[src/rtl/cam_pixel_packer.sv]
// OV7670 DVP capture front end: packs camera bytes into RGB565 (or expanded Y) words
// and writes a frame-start marker plus pixels into the camera FIFO, with crop/decimation.
module cam_pixel_packer #(
  parameter int unsigned PIX_W    = 16,
  parameter int unsigned CNT_W    = 10,
  parameter int unsigned CNT_DROP = 16
) (
  input  logic                PixelClk,
  input  logic                nRST,
  input  logic                enable,
  input  logic                cam_vsync,
  input  logic                href,
  input  logic [7:0]          p_data,
  input  logic                gray_mode,
  input  logic                decim,
  input  logic [CNT_W-1:0]    crop_x0,
  input  logic [CNT_W-1:0]    crop_y0,
  input  logic [CNT_W-1:0]    crop_w,
  input  logic [CNT_W-1:0]    crop_h,
  input  logic                fifo_full,
  output logic [PIX_W:0]      fifo_data,
  output logic                fifo_wr_en,
  output logic                frame_done,
  output logic                overflow,
  output logic [CNT_DROP-1:0] drop_cnt,
  output logic [15:0]         frame_cnt
);

  typedef enum logic [1:0] {WAIT_ENABLE, WAIT_BLANK, WAIT_START, CAPTURE} state_t;
  state_t state, state_nx;

  logic             phase, href_q, marker_pending;
  logic [7:0]       hi_byte;
  logic [CNT_W-1:0] col, row;
  logic             gray_q, decim_q;
  logic [CNT_W-1:0] x0_q, y0_q, w_q, h_q;

  logic             enter_cap, in_cap, end_frame, pix_done, emit;
  logic             mark_wr, pix_wr, drop;
  logic [CNT_W:0]   x_end, y_end;
  logic [15:0]      pix_word;

  always_ff @(posedge PixelClk or negedge nRST) begin
    if (!nRST) state <= WAIT_ENABLE;
    else       state <= state_nx;
  end

  always_comb begin
    state_nx = state;
    if (!enable) begin
      state_nx = WAIT_ENABLE;
    end else begin
      unique case (state)
        WAIT_ENABLE: state_nx = WAIT_BLANK;
        WAIT_BLANK:  if (cam_vsync)  state_nx = WAIT_START;
        WAIT_START:  if (!cam_vsync) state_nx = CAPTURE;
        CAPTURE:     if (cam_vsync)  state_nx = WAIT_START;
        default:     state_nx = WAIT_ENABLE;
      endcase
    end
  end

  always_comb begin
    enter_cap = (state == WAIT_START) && enable && !cam_vsync;
    in_cap    = (state == CAPTURE) && enable && !cam_vsync;
    end_frame = (state == CAPTURE) && enable && cam_vsync;
    pix_done  = in_cap && href && (gray_q || phase);
    pix_word  = gray_q ? {p_data[7:3], p_data[7:2], p_data[7:3]} : {hi_byte, p_data};
    // Window end computed one bit wider so x0+w never wraps back into range.
    x_end     = {1'b0, x0_q} + {1'b0, w_q};
    y_end     = {1'b0, y0_q} + {1'b0, h_q};
    emit      = pix_done
                && (col >= x0_q) && ({1'b0, col} < x_end)
                && (row >= y0_q) && ({1'b0, row} < y_end)
                && (!decim_q || (!col[0] && !row[0]));
    mark_wr   = in_cap && marker_pending && !fifo_full;
    pix_wr    = emit && !fifo_full && !marker_pending;
    drop      = emit && (fifo_full || marker_pending);
  end

  always_ff @(posedge PixelClk or negedge nRST) begin
    if (!nRST) begin
      phase          <= 1'b0;
      href_q         <= 1'b0;
      marker_pending <= 1'b0;
      hi_byte        <= '0;
      col            <= '0;
      row            <= '0;
      gray_q         <= 1'b0;
      decim_q        <= 1'b0;
      x0_q           <= '0;
      y0_q           <= '0;
      w_q            <= '0;
      h_q            <= '0;
      fifo_data      <= '0;
      fifo_wr_en     <= 1'b0;
      frame_done     <= 1'b0;
      overflow       <= 1'b0;
      drop_cnt       <= '0;
      frame_cnt      <= '0;
    end else begin
      href_q     <= href;
      fifo_wr_en <= 1'b0;
      frame_done <= 1'b0;
      if (enter_cap) begin
        gray_q         <= gray_mode;
        decim_q        <= decim;
        x0_q           <= crop_x0;
        y0_q           <= crop_y0;
        w_q            <= crop_w;
        h_q            <= crop_h;
        col            <= '0;
        row            <= '0;
        phase          <= 1'b0;
        marker_pending <= 1'b1;
      end else if (in_cap) begin
        if (href) begin
          phase <= ~phase;
          if (!phase) hi_byte <= p_data;
          if (pix_done && (col != '1)) col <= col + 1'b1;
        end else if (href_q) begin
          col   <= '0;
          phase <= 1'b0;
          if (row != '1) row <= row + 1'b1;
        end
        if (mark_wr) begin
          fifo_data      <= {1'b1, {PIX_W{1'b0}}};
          fifo_wr_en     <= 1'b1;
          marker_pending <= 1'b0;
        end else if (pix_wr) begin
          fifo_data  <= {1'b0, PIX_W'(pix_word)};
          fifo_wr_en <= 1'b1;
        end
        if (drop) begin
          overflow <= 1'b1;
          if (drop_cnt != '1) drop_cnt <= drop_cnt + 1'b1;
        end
      end
      if (end_frame) begin
        frame_done <= 1'b1;
        frame_cnt  <= frame_cnt + 1'b1;
      end
    end
  end

endmodule
[config.mk]
export PLATFORM = sky130hd
export DESIGN_NAME = cam_pixel_packer
export DESIGN_NICKNAME = d
export VERILOG_FILES = /design/src/rtl/cam_pixel_packer.sv
export SDC_FILE = /design/constraint.sdc
export NUM_CORES = 1
export LEC_CHECK = 0
export CORE_AREA = 2 2 149 151
export CTS_BUF_LIST = sky130_fd_sc_hd__clkbuf_16
export DETAILED_ROUTE_END_ITERATION = 8
export DIE_AREA = 0 0 151 153
export HOLD_SLACK_MARGIN = 0.15
export SYNTH_ARGS = -nofsm -noshare
export SYNTH_HDL_FRONTEND = slang
export SYNTH_SLANG_ARGS = --single-unit
[constraint.sdc]
create_clock -name PixelClk -period 7.5 [get_ports PixelClk]
set_input_delay 1.5 -clock PixelClk [delete_from_list [all_inputs] [get_ports PixelClk]]
set_output_delay 1.5 -clock PixelClk [all_outputs]
set_load 0.02 [all_outputs]
Yosys cells after proc, flatten, opt, wreduce, memory -nomap -nowiden
Cells that the tools add are included.
{"block": "totals", "regBits": 127, "input_bits": 56, "output_inout_bits": 52, "wordCells": 115}
{"block": "op_classes", "add_sub_neg": 6, "magnitude_cmp": 4, "eq_ne": 10, "mux": 29, "n_bitwise": 2, "n_reduce_logical": 45}
{"cell": "10-bit 2-to-1 mux", "n": 10}
{"cell": "17-bit 2-to-1 mux", "n": 2}
{"cell": "16-bit by 1-bit adder with 16-bit output, second input constant", "n": 2}
{"cell": "10-bit by 10-bit adder with 11-bit output", "n": 2}
{"cell": "10-bit by 11-bit less-than comparator with 1-bit output", "n": 2}
{"cell": "10-bit by 1-bit adder with 10-bit output, second input constant", "n": 2}
{"cell": "10-bit >= comparator", "n": 2}
{"cell": "10-bit inequality test, second input constant", "n": 2}
{"cell": "1-bit logical AND", "n": 19}
{"cell": "16-bit 2-to-1 mux", "n": 1}
{"cell": "16-bit inequality test, second input constant", "n": 1}
{"cell": "1-bit 2-to-1 mux", "n": 12}
{"cell": "4-bit AND reduction", "n": 3}
{"cell": "2-bit nonzero test", "n": 5}
{"cell": "3-bit AND reduction", "n": 3}
{"cell": "1-bit logical NOT", "n": 6}
{"cell": "2-bit 2-to-1 mux", "n": 3}
{"cell": "2-bit one-hot mux with 3 select lines", "n": 1}
{"cell": "2-bit AND reduction", "n": 3}
{"cell": "2-bit equality test, second input constant", "n": 2}
{"cell": "1-bit logical OR", "n": 3}
{"cell": "3-bit by 1-bit inequality test with 1-bit output, second input constant", "n": 1}
{"cell": "3-bit by 2-bit inequality test with 1-bit output, second input constant", "n": 1}
{"cell": "3-bit inequality test, second input constant", "n": 1}
{"cell": "other kinds (6)", "n": 7}

Logic depth before layout (Yosys ltp)
{"block": "depth", "ltp_word": 16, "mapped_depth": 17, "mapped_depth_nobuf": 15}

Worst setup path before layout
No wires, ideal clock.
{"block": "synth_timing", "kind": "register -> register", "startpoint": "reg x0_q[1]", "endpoint": "reg fifo_data[0]", "setup_ns": 0.126, "arrival_time_ns": 3.650, "t_required_ns": 7.374, "path_slack_ns": 3.724, "path_stages_with_launch": 16, "n_path_buf": 1, "period_less_slack_ns": 3.776, "path_cell_list": "dfrtp_1 > ha_1 > a21o_1 > a21oi_1 > o21bai_1 > a2111oi_0 > o31ai_1 > a21oi_1 > xor2_1 > ha_1 > and3_1 > a221o_1 > a32oi_2 > nand2_2 > buf_6 > a221o_1"}
{"block": "synth_between", "elab_chain_len": 10}
{"element": "from (decl)", "line_no": "36", "source": "logic [CNT_W-1:0] x0_q, y0_q, w_q, h_q;"}
{"element": "from (signal assigned)", "line_no": "108", "source": "x0_q <= crop_x0;"}
{"element": "10-bit by 10-bit adder with 11-bit output / 10-bit >= comparator (equally long branches)", "line_no": "70, 73"}
{"element": "10-bit by 11-bit less-than comparator with 1-bit output / 1-bit logical AND (equally long branches)", "line_no": "73", "source": "&& (col >= x0_q) && ({1'b0, col} < x_end)"}
{"element": "1-bit logical AND (*)", "line_no": "73"}
{"element": "1-bit logical AND (*) (2 in a row)", "line_no": "74", "source": "&& (row >= y0_q) && ({1'b0, row} < y_end)"}
{"element": "1-bit logical AND (*)", "line_no": "75", "source": "&& (!decim_q || (!col[0] && !row[0]));"}
{"element": "1-bit logical AND (*) (2 in a row)", "line_no": "77", "source": "pix_wr = emit && !fifo_full && !marker_pending;"}
{"element": "2-bit nonzero test (no line) (*)"}
{"element": "3-bit AND reduction (no line) (*)"}
{"element": "to (signal assigned)", "line_no": "127", "source": "fifo_data <= {1'b1, {PIX_W{1'b0}}};"}
{"element": "to (signal assigned)", "line_no": "131", "source": "fifo_data <= {1'b0, PIX_W'(pix_word)};"}
{"element": "to (decl)", "line_no": "21", "source": "output logic [PIX_W:0] fifo_data,"}
Mark *: on every way between the ends. The rest lies on a longest branch, timed or not.
A chain may end at the register's enable or synchronous reset.

Final worst setup path
{"block": "layout_timing", "startpoint": "reg x0_q[1]", "endpoint": "reg fifo_data[9]"}
Same word-level chain as after synthesis.

==> results.sh <==
export IMPL_cts_tree="yes"
export IMPL_clock_sinks=127
export IMPL_crit_fanout=18
export IMPL_critPathKind="register to register"
export IMPL_cp_startpoint="x0_q[1]"
export IMPL_combPwrFrac_pct=29.4
export IMPL_areaGrowthSynthToFinish_pct=26.3
export IMPL_cts_setup_buffers=0
export IMPL_final_hold_viol_count=0
export IMPL_antenna_left=0
export IMPL_synth_area_um2=7430
export IMPL_synthArstFlopShare_pct=100
export IMPL_synth_edff_count=0
export IMPL_clockRootBuffer="clkbuf_16"
export IMPL_synthAdderAreaFrac_pct=11.0
export IMPL_rsz0062_at_grt="false"
export IMPL_place_ws_ns=3.01
export IMPL_multiInputGateArea_um2=4010
export IMPL_ys_flop_type="dfrtp_1"
export IMPL_place_area_um2=8770
export IMPL_pwr_share_clk_pct=35.5
export IMPL_seqCellArea_um2=3180
export IMPL_cts_max_path_buffers=2
export IMPL_cts_buffers=17
export IMPL_via_count=5655
export IMPL_hpwlAfterDp_um=12200
export IMPL_intPower_w=0.00168
export IMPL_drcViolationCount=0
export IMPL_power_switching_w=0.000779
export IMPL_rows=54
export IMPL_htreeDepth=4
export IMPL_fin_crit_sh_pct=58.8
export IMPL_seq_power_share_pct=35.0
export IMPL_yosysSeqAreaShare_pct=42.8
export IMPL_start_util_pct=34.6
export IMPL_grt_pass1_wl_um=29300
export IMPL_synth_cell_types=57
export IMPL_setup_viol=0
export IMPL_synth_largest_area_cell="dfrtp_1"
export IMPL_worstHoldStart="frame_cnt[15]"
export IMPL_drt_iter0_markers=275
export IMPL_min_period_ns=4.41
export IMPL_grt_max_degree=77
export IMPL_end_kind="register"
export IMPL_fin_tns_setup_ns=0
export IMPL_io_buffers=107
export IMPL_drt_first_pass_iters=5
export IMPL_num_io_pins=108
export IMPL_cp_data_arrival_time_ns=4.71
export IMPL_grt_overflow=0
export IMPL_stdcell_area_um2=9390
export IMPL_drv_cap=0
export IMPL_synth_top_family_by_area="simple AND/OR/NAND/NOR gates"
export IMPL_wirelength_um=17600
export IMPL_status="complete, no violations"
export IMPL_hp_class="register to register"
export IMPL_fin_worst_skew_ns=0.0147
export IMPL_fmax_ghz=0.227
export IMPL_gp_congestion=0.779
export IMPL_synthMuxAreaShare_pct=7.84
export IMPL_wl_per_cell_um=15.7
export IMPL_synth_common_cells="dfrtp_1, ha_1, nand2_1, mux2_2"
export IMPL_fillers=2119
export IMPL_finalHoldWorstSlack_ns=0.469
export IMPL_synth_most_common_cell="dfrtp_1"
export IMPL_cts_resized=0
export IMPL_ir_worst_vdd_v=0.000123
export IMPL_core_area_um2=21500
export IMPL_ys_ff_latch=127
export IMPL_worst_slew_margin_rel_pct=19.1
export IMPL_clk_pin_slew_worst_paths_ns=0.06
export IMPL_maxSlewViolCount=0
export IMPL_p_per_area_nw_per_um2=262
export IMPL_grt_use_total_pct=16.0
export IMPL_hold_buffers=0
export IMPL_synthCells=718
export IMPL_p_leak_nw=4.21
export IMPL_synth_xor_area_share_pct=6.95
export IMPL_synth_top_area_share_pct=42.8
export IMPL_synth_simple_gate_area_share_pct=16.2
export IMPL_fp_dieW_um=151
export IMPL_synth_area_leaders="dfrtp_1, ha_1, mux2_2"
export IMPL_tightest_slew_ns=1.21
export IMPL_dieArea_um2=23100
export IMPL_p_sw_share_pct=31.6
export IMPL_yosys_warnings=0
export IMPL_synth_nets=838
export IMPL_syn_avg_cell_area_um2=10.4
export IMPL_fin_ws_ns=3.09
export IMPL_antenna_diode_count=0
export IMPL_clk_latency_ns=0.43
export IMPL_nets=944
export IMPL_viasPerCell=5.06
export IMPL_required_ns=7.80
export IMPL_grt_antenna_before_repair=1
export IMPL_r2r_start="x0_q[1]"
export IMPL_start_kind="register"
export IMPL_layout_drive_gt1_share_pct=12.3
export IMPL_die_h_um=153
export IMPL_synth_compound_area_share_pct=11.8
export IMPL_grt_pass1_vias=5647
==> stage by stage <==
| step | instances | util (%) | power (W) |
|---|---|---|---|
| 6_report | 1117 | 43.7 | 0.00246 |
| 5_1_grt | 1117 | 43.7 | 0.00264 |
| 4_1_cts | 1117 | 43.7 | 0.00250 |
| 3_5_place_dp | 1085 | 40.8 | 0.00160 |
| 3_3_place_gp | 1085 | 40.8 | 0.00158 |
| 2_1_floorplan | 718 | - | 0.00140 |
==> power groups by stage <==
stage / Clock, W / Combinational (W) / Sequential, W
floorplan: 0 / 0.000557 / 0.000847
global placement: 0 / 0.000712 / 0.000871
detailed placement: 0 / 0.000727 / 0.000874
CTS: 0.000896 / 0.000734 / 0.000865
global route: 0.000922 / 0.000840 / 0.000881
finish: 0.000875 / 0.000725 / 0.000863
==> logic make-up (layout without fill, tap and decap cells) <==
family,count (synthesis),in the layout
AOI/OAI and AO/OA,131,131
adders and majority gates,64,64
muxes,52,52
DFF,127,127
and+or+nand+nor,227,227
buffers and inverters,58,177
xor gates and xnor gates,59,59
==> final timing paths <==
check	end	slack (ns)	cells past startpoint
min in group asynchronous	x0_q[2]	1.02	1
min	frame_cnt[15]	0.47	1
max in group asynchronous	drop_cnt[14]	5.08	2
max reg2reg	fifo_data[9]	3.09	14
max	fifo_data[9]	3.09	14
min reg2reg	frame_cnt[15]	0.47	1
==> per-layer routing <==
metal | share of wire, % | global-route usage [%] | vias up
li1 | - | - | 2792
met1 | 50 | 22.9 | 2756
met2 | 45 | 23.8 | 94
met3 | 4.4 | 4.39 | 11
met4 | 0.95 | 4.09 | 2
met5 | 0.074 | 0 | -
==> final cells by class <==
class                   count  share of cell area, %
multi-input cells         533                   42.7
flip-flops and latches    127                   33.8
inverters                  34                   1.36
clock inverters            15                   2.07
clock buffers              17                   4.53
repair buffers            111                   11.7
well taps                 280                   3.73
==> cells in the final DEF (no fill, tap or decap), types with 7 or more instances in the layout <==
master and count:
ha_1 62, mux2_2 49, nand2_1 51, a21o_1 10
nor3_1 20, a221o_1 17, dfrtp_1 127, nand4_1 13
nor2b_1 20, and4_1 7, inv_1 34, clkbuf_16 17
nand3_1 38, and3_1 9, xnor2_1 29, xor2_1 30
clkdlybuf4s50_1 106, a21oi_1 33, nor2_1 35, o21ai_0 38
==> sequential cells by signal, indices dropped and copies added, names as in the netlist, 2 cells and up <==
name	cells
frame_cnt	16
h_q	10
hi_byte	8
col	10
x0_q	10
y0_q	10
row	10
fifo_data	17
state	2
w_q	10
drop_cnt	16
==> worst max-delay path, stage by stage, from the launching register on <==
cell	delay, ns
dfrtp_1	0.41
ha_1	0.30
a21o_1	0.18
a21oi_1	0.21
o21bai_1	0.12
a2111oi_0	0.63
o31ai_1	0.15
a21oi_1	0.19
xor2_1	0.17
ha_1	0.26
and3_1	0.18
a221o_1	0.35
a32oi_2	0.38
nand2_2	0.36
a221o_1	0.39
No activity file was read; power rests on OpenSTA's default activity.
